`src/rtl/booth_pkg.sv`:
```
// Shared types for the sequential radix-4 Booth multiplier: FSM states,
// Booth digit encoding and the 3-bit window decoder.
package booth_pkg;

  typedef enum logic [1:0] {
    IDLE = 2'd0,
    CALC = 2'd1,
    DONE = 2'd2
  } state_e;

  typedef enum logic [2:0] {
    ZERO = 3'd0,
    POS1 = 3'd1,
    POS2 = 3'd2,
    NEG1 = 3'd3,
    NEG2 = 3'd4
  } digit_e;

  // Window is {y[2i+1], y[2i], y[2i-1]}; digit = -2*b2 + b1 + b0.
  function automatic digit_e booth_enc(input logic [2:0] win);
    digit_e d;
    d = ZERO;
    case (win)
      3'b000, 3'b111: d = ZERO;
      3'b001, 3'b010: d = POS1;
      3'b011:         d = POS2;
      3'b100:         d = NEG2;
      3'b101, 3'b110: d = NEG1;
      default:        d = ZERO;
    endcase
    return d;
  endfunction

endpackage

```
`src/rtl/booth_r4_pp.sv`:
```
// Combinational Booth partial-product generator: returns digit*X as an
// EW+1-bit two's complement value. X is an EW-bit extended operand whose
// magnitude fits in EW-1 bits, so +-2X always fits in EW+1 bits.
module booth_r4_pp
  import booth_pkg::*;
#(
  parameter int EW = 66
) (
  input  logic [EW-1:0] x,
  input  digit_e        digit,
  output logic [EW:0]   pp
);

  logic [EW:0] x1;
  logic [EW:0] x2;

  assign x1 = {x[EW-1], x};
  assign x2 = {x, 1'b0};

  // Select the multiple of X named by the Booth digit.
  always_comb begin
    pp = '0;
    case (digit)
      ZERO:    pp = '0;
      POS1:    pp = x1;
      POS2:    pp = x2;
      NEG1:    pp = -x1;
      NEG2:    pp = -x2;
      default: pp = '0;
    endcase
  end

endmodule

```
`src/rtl/booth_r4_seq_mult.sv`:
```
// Sequential radix-4 Booth multiplier, one Booth digit retired per clock.
// Handshakes: a transfer happens on a rising edge where valid & ready are
// both high; ready never depends on valid, and a producer holding valid
// must keep its data stable until the transfer edge.
module booth_r4_seq_mult
  import booth_pkg::*;
#(
  parameter int WIDTH = 64
) (
  input  logic               clk,
  input  logic               rst_n,
  input  logic               in_valid,
  output logic               in_ready,
  input  logic [WIDTH-1:0]   x,
  input  logic [WIDTH-1:0]   y,
  input  logic               signed_mode,
  output logic               out_valid,
  input  logic               out_ready,
  output logic [2*WIDTH-1:0] z,
  output logic               busy,
  output logic [1:0]         dbg_state
);

  localparam int EW    = WIDTH + 2;
  localparam int NITER = EW / 2;
  localparam int AW    = 2 * EW;
  localparam int CW    = $clog2(NITER + 1);

  state_e          state_q, state_d;
  logic [EW-1:0]   x_q, x_d;
  logic [EW-1:0]   y_q, y_d;
  logic            yprev_q, yprev_d;
  logic [AW-1:0]   acc_q, acc_d;
  logic [CW-1:0]   cnt_q, cnt_d;

  digit_e          digit;
  logic [EW:0]     pp;
  logic [AW-1:0]   pp_ext;
  logic            unused_acc_hi;

  // y_q shifts right two bits per digit, so the current window is always
  // at the bottom; yprev_q carries y[2i-1] (zero for the first digit).
  assign digit  = booth_enc({y_q[1], y_q[0], yprev_q});
  assign pp_ext = {{(AW-EW-1){pp[EW]}}, pp};

  booth_r4_pp #(.EW(EW)) u_pp (
    .x     (x_q),
    .digit (digit),
    .pp    (pp)
  );

  // Next-state, operand capture and accumulate logic.
  always_comb begin
    state_d = state_q;
    x_d     = x_q;
    y_d     = y_q;
    yprev_d = yprev_q;
    acc_d   = acc_q;
    cnt_d   = cnt_q;
    case (state_q)
      IDLE: begin
        if (in_valid) begin
          state_d = CALC;
          x_d     = signed_mode ? {{2{x[WIDTH-1]}}, x} : {2'b00, x};
          y_d     = signed_mode ? {{2{y[WIDTH-1]}}, y} : {2'b00, y};
          yprev_d = 1'b0;
          acc_d   = '0;
          cnt_d   = '0;
        end
      end
      CALC: begin
        acc_d   = acc_q + (pp_ext << {cnt_q, 1'b0});
        y_d     = {2'b00, y_q[EW-1:2]};
        yprev_d = y_q[1];
        cnt_d   = cnt_q + 1'b1;
        if (cnt_q == CW'(NITER - 1)) begin
          state_d = DONE;
        end
      end
      DONE: begin
        if (out_ready) begin
          state_d = IDLE;
        end
      end
      default: state_d = IDLE;
    endcase
  end

  // State and datapath registers; reset discards any operation in flight.
  always_ff @(posedge clk or negedge rst_n) begin
    if (!rst_n) begin
      state_q <= IDLE;
      x_q     <= '0;
      y_q     <= '0;
      yprev_q <= 1'b0;
      acc_q   <= '0;
      cnt_q   <= '0;
    end else begin
      state_q <= state_d;
      x_q     <= x_d;
      y_q     <= y_d;
      yprev_q <= yprev_d;
      acc_q   <= acc_d;
      cnt_q   <= cnt_d;
    end
  end

  // The top accumulator bits only exist to keep the sum exact at 2*EW bits.
  assign unused_acc_hi = ^acc_q[AW-1:2*WIDTH];

  assign in_ready  = (state_q == IDLE);
  assign out_valid = (state_q == DONE);
  assign busy      = (state_q != IDLE);
  assign z         = out_valid ? acc_q[2*WIDTH-1:0] : '0;
  assign dbg_state = state_q;

endmodule

```
`config.mk`:
```
export PLATFORM = sky130hd
export DESIGN_NAME = booth_r4_seq_mult
export DESIGN_NICKNAME = d
export VERILOG_FILES = /design/src/rtl/booth_pkg.sv /design/src/rtl/booth_r4_pp.sv /design/src/rtl/booth_r4_seq_mult.sv
export SDC_FILE = /design/constraint.sdc
export NUM_CORES = 1
export LEC_CHECK = 0
export ABC_CLOCK_PERIOD_IN_PS = 9700
export CORE_MARGIN = 5
export CORE_UTILIZATION = 55
export CTS_CLUSTER_DIAMETER = 30
export CTS_CLUSTER_SIZE = 16
export DETAILED_ROUTE_END_ITERATION = 12
export DONT_BUFFER_PORTS = 1
export PLACE_DENSITY = 0.79
export SKIP_LAST_GASP = 1
export SLEW_MARGIN = 5
export SYNTH_ARGS = -nofsm -noshare
export SYNTH_HDL_FRONTEND = slang
export SYNTH_SLANG_ARGS = --single-unit
```
`constraint.sdc`:
```
create_clock -name clk -period 9.7 [get_ports clk]
set_input_delay 1.94 -clock clk [delete_from_list [all_inputs] [get_ports clk]]
set_output_delay 1.94 -clock clk [all_outputs]
set_load 0.05 [all_outputs]
```
==> out/results.ini <==
[outcome]
status=finished, final reports clean

[clock_tree]
path_clk_slew_ns=0.05
cts_root_buf=clkbuf_16
cts_hold_buf=0
clkLatencyLatePin_ns=0.64
cts_tree=built
cts.sinks=267
postCtsSetupBuffers=0
ctsLongestPathBuffers=3
cts_resized=0
h-tree-depth=2
cts_made_buffers=60

[global_routing]
grt_max_degree=268
grt_pass1_wl_um=156000
grt_pass1_vias=26392
grt_overflow=0
antenna_found_initial=0
grt_util_all_layers_pct=35.8

[die]
initial_core_util_pct=55.5
io_pins=266
die_w_um=235
die_y_um=235
dieArea_sq_um=55000
rows=82
core-area_sq_um=50000

[flow_run]
drv_cap=0

[timing]
fmax_mhz=112
setup_viol=0
grt_setup_unrepaired=false
finalClockSkew_ns=0.0420
fin_setup_tns_ns=0
worst_pin_slew_ns=1.30
relSlewSlack_pct=12.4
fin_crit_sh_pct=92.4
finalHoldViolCount=0
fin_crit_ns=8.96
slew_violations=0

[synthesis]
ys_seq_area_share_pct=24.1
yosysUniqueCellTypes=82
synth_nets=4052
synthFlopType=dfrtp_1
synth_area_sq_um=27700
synth_edf_count=0
synth-simple-area-share_pct=24.3
synth_xor_area_share_pct=4.96
synth_top_family_by_area=compound AO/OA/AOI/OAI gates
netlist_instances=3776
synth.area.mux_share_pct=7.86
synth.avg_cell_area_sq_um=7.34
yosys.area_share.adder_pct=6.48
synth_compound_area_share_pct=27.0
yosysWarningCount=0
async_flop_share_pct=100
synth-seq-cells=267

[worst_setup_path]
crit_fanout=21
r2r-end=acc_q[127]
path_class=flop to flop
cp.required_ns=10.23
rrSetupSlack_ns=0.74
crit_path_start=y_q[0]
arrival_ns=9.49
worstRegToRegCells=24
endpoint_kind=flop
cp-start-kind=flop
crit_path_end=acc_q[127]
r2r_start=y_q[0]

[route]
drtIter0Drc=4043
drcViolationCount=0
wire_per_inst_um=23.8
drt_wl_total_um=103000
firstDrtPassIters=6
via_per_inst=6.70
via_count=28855
ant_nets=0

[final_layout]
drive_gt1_share_pct=7.48
num-fill-cells=4689
syn_to_final_growth_pct=8.47
diodes=0
fin_nets=3859

[placed_design]
hpwl_um=78200
gp_congestion=1.09
portBuffers=0

[min_path]
hold_path_class=flop to flop

layer usage:
metal	wire length, um	vias up	track usage [%]	part of all wire [%]
li1	-	13328	-	-
met1	42100	13596	49.0	41
met2	45200	1644	55.8	44
met4	4900	0	14.1	4.8
met3	10400	287	7.72	10
met5	0	-	0	0
layout make-up:
type                            instances  area [sq um]  area share (%)
Inverter                               74           278           0.923
Sequential cell                       267          6690            22.2
Multi-Input combinational cell       3125         19600            65.2
Clock buffer                           82          1720            5.73
Clock inverter                         31           514            1.71
Tap cell                              672           841            2.80
Timing Repair Buffer                   55           413            1.37
stage by stage:
stage	util, %	setup slack, ns	hold slack (ns)	cells	area (sq um)
after floorplan	-	2.61	0.458	3776	27700
after global placement	55.7	1.16	0.473	4193	27800
after detailed placement	55.7	1.01	0.478	4193	27800
after CTS	60.2	1.05	0.491	4306	30100
after global routing	60.2	0.372	0.518	4306	30100
final	60.2	0.739	0.489	4306	30100
synthesized netlist by cell type (all sizes together) (15+ instances only):
| cell | n | area share, % |
|---|---|---|
| nand2 | 487 | 6.6 |
| nor2 | 416 | 5.6 |
| o21ai | 368 | 6.6 |
| clkbuf | 273 | 3.7 |
| a21oi | 272 | 4.9 |
| dfrtp | 267 | 24 |
| and2 | 155 | 3.5 |
| ha | 142 | 6.4 |
| mux2i | 115 | 4.2 |
| nor3 | 92 | 1.7 |
| nand3 | 90 | 1.6 |
| xnor2 | 90 | 2.8 |
| a21o | 86 | 2.3 |
| o22ai | 80 | 1.8 |
| inv | 72 | 0.97 |
| nand4 | 70 | 1.6 |
| xor2 | 67 | 2.1 |
| o21bai | 41 | 1.1 |
| a22oi | 38 | 1.0 |
| a211oi | 37 | 1.0 |
| buf | 37 | 0.63 |
| mux2 | 37 | 1.5 |
| nor4 | 29 | 0.74 |
| mux4 | 27 | 2.2 |
| or3 | 27 | 0.61 |
| a31oi | 25 | 0.56 |
| a22o | 24 | 0.76 |
| o311ai | 24 | 0.76 |
| nor2b | 20 | 0.45 |
| o21a | 20 | 0.54 |
| o31ai | 20 | 0.54 |
| a221o | 19 | 0.69 |
| a21boi | 16 | 0.43 |
| o211ai | 15 | 0.41 |
worst min-delay path by stage:
stage / startpoint / to / slack (ns) / depth (start not counted)
finish: y_q[64] / y_q[64] / 0.49 / 2
global placement: y_q[64] / y_q[64] / 0.47 / 2
CTS: y_q[64] / y_q[64] / 0.49 / 2
global route: y_q[50] / y_q[50] / 0.52 / 2
floorplan: y_q[64] / y_q[64] / 0.46 / 2
detailed placement: y_q[64] / y_q[64] / 0.48 / 2
flip-flops by register name, summed over array words and instances (netlist names):
signal / count
cnt_q: 6
x_q: 65
yprev_q: 1
dbg_state: 2
acc_q: 128
y_q: 65
cell families after synthesis:
| kind of cell | Yosys count |
|---|---|
| compound gates | 1190 |
| xor+xnor | 157 |
| fa+ha+maj | 143 |
| buf+inv | 384 |
| flops | 267 |
| mux | 179 |
| simple gates | 1456 |
worst max-delay path, stage by stage (launching register included):
cell and delay [ns]:
dfrtp_1 0.37, inv_1 0.07, ha_1 0.43, a21boi_0 0.86
o21ai_4 0.38, o311ai_0 1.11, mux2i_1 0.30, mux2i_1 0.49
mux2i_1 0.40, mux2_2 0.46, nor2_1 0.15, ha_1 0.34
nand4_1 0.24, nor3_1 0.36, nor3b_1 0.30, nand4_1 0.20
a21oi_1 0.48, o21ai_0 0.26, a21oi_1 0.38, o21bai_1 0.09
nor3b_1 0.19, o41ai_1 0.48, xnor2_1 0.20, o21ai_1 0.08
a22o_1 0.20
layout by cell type, fill, tap and decap left out, types with 14 or more instances in the layout:
cell type | synthesis | final
o21a_1 | 20 | 20
nand4_1 | 70 | 70
o311ai_0 | 24 | 24
nor2b_1 | 20 | 16
a21boi_0 | 16 | 16
mux2_2 | 36 | 36
nand3_1 | 90 | 90
a221o_1 | 19 | 19
dfrtp_1 | 267 | 264
o21ai_0 | 366 | 365
nor2_1 | 416 | 414
and2_1 | 154 | 154
o31ai_1 | 20 | 20
a31oi_1 | 25 | 25
nand2_1 | 487 | 485
ha_1 | 142 | 142
o21bai_1 | 41 | 41
o211ai_1 | 15 | 15
buf_4 | 2 | 55
xnor2_1 | 90 | 90
a221oi_1 | 14 | 14
o22ai_1 | 80 | 80
inv_1 | 71 | 69
xor2_1 | 67 | 67
nor4_1 | 25 | 25
nor3_1 | 91 | 91
a22oi_1 | 38 | 38
clkbuf_16 | 0 | 60
a21o_1 | 86 | 86
a21oi_1 | 272 | 272
or3_1 | 27 | 27
mux4_2 | 27 | 27
mux2i_1 | 115 | 115
clkbuf_8 | 0 | 14
a22o_1 | 24 | 24
a211oi_1 | 36 | 36
Power is left out: the tool's default activity adds up to more than one toggle a clock period on the data nets, which glitch-free logic cannot reach.
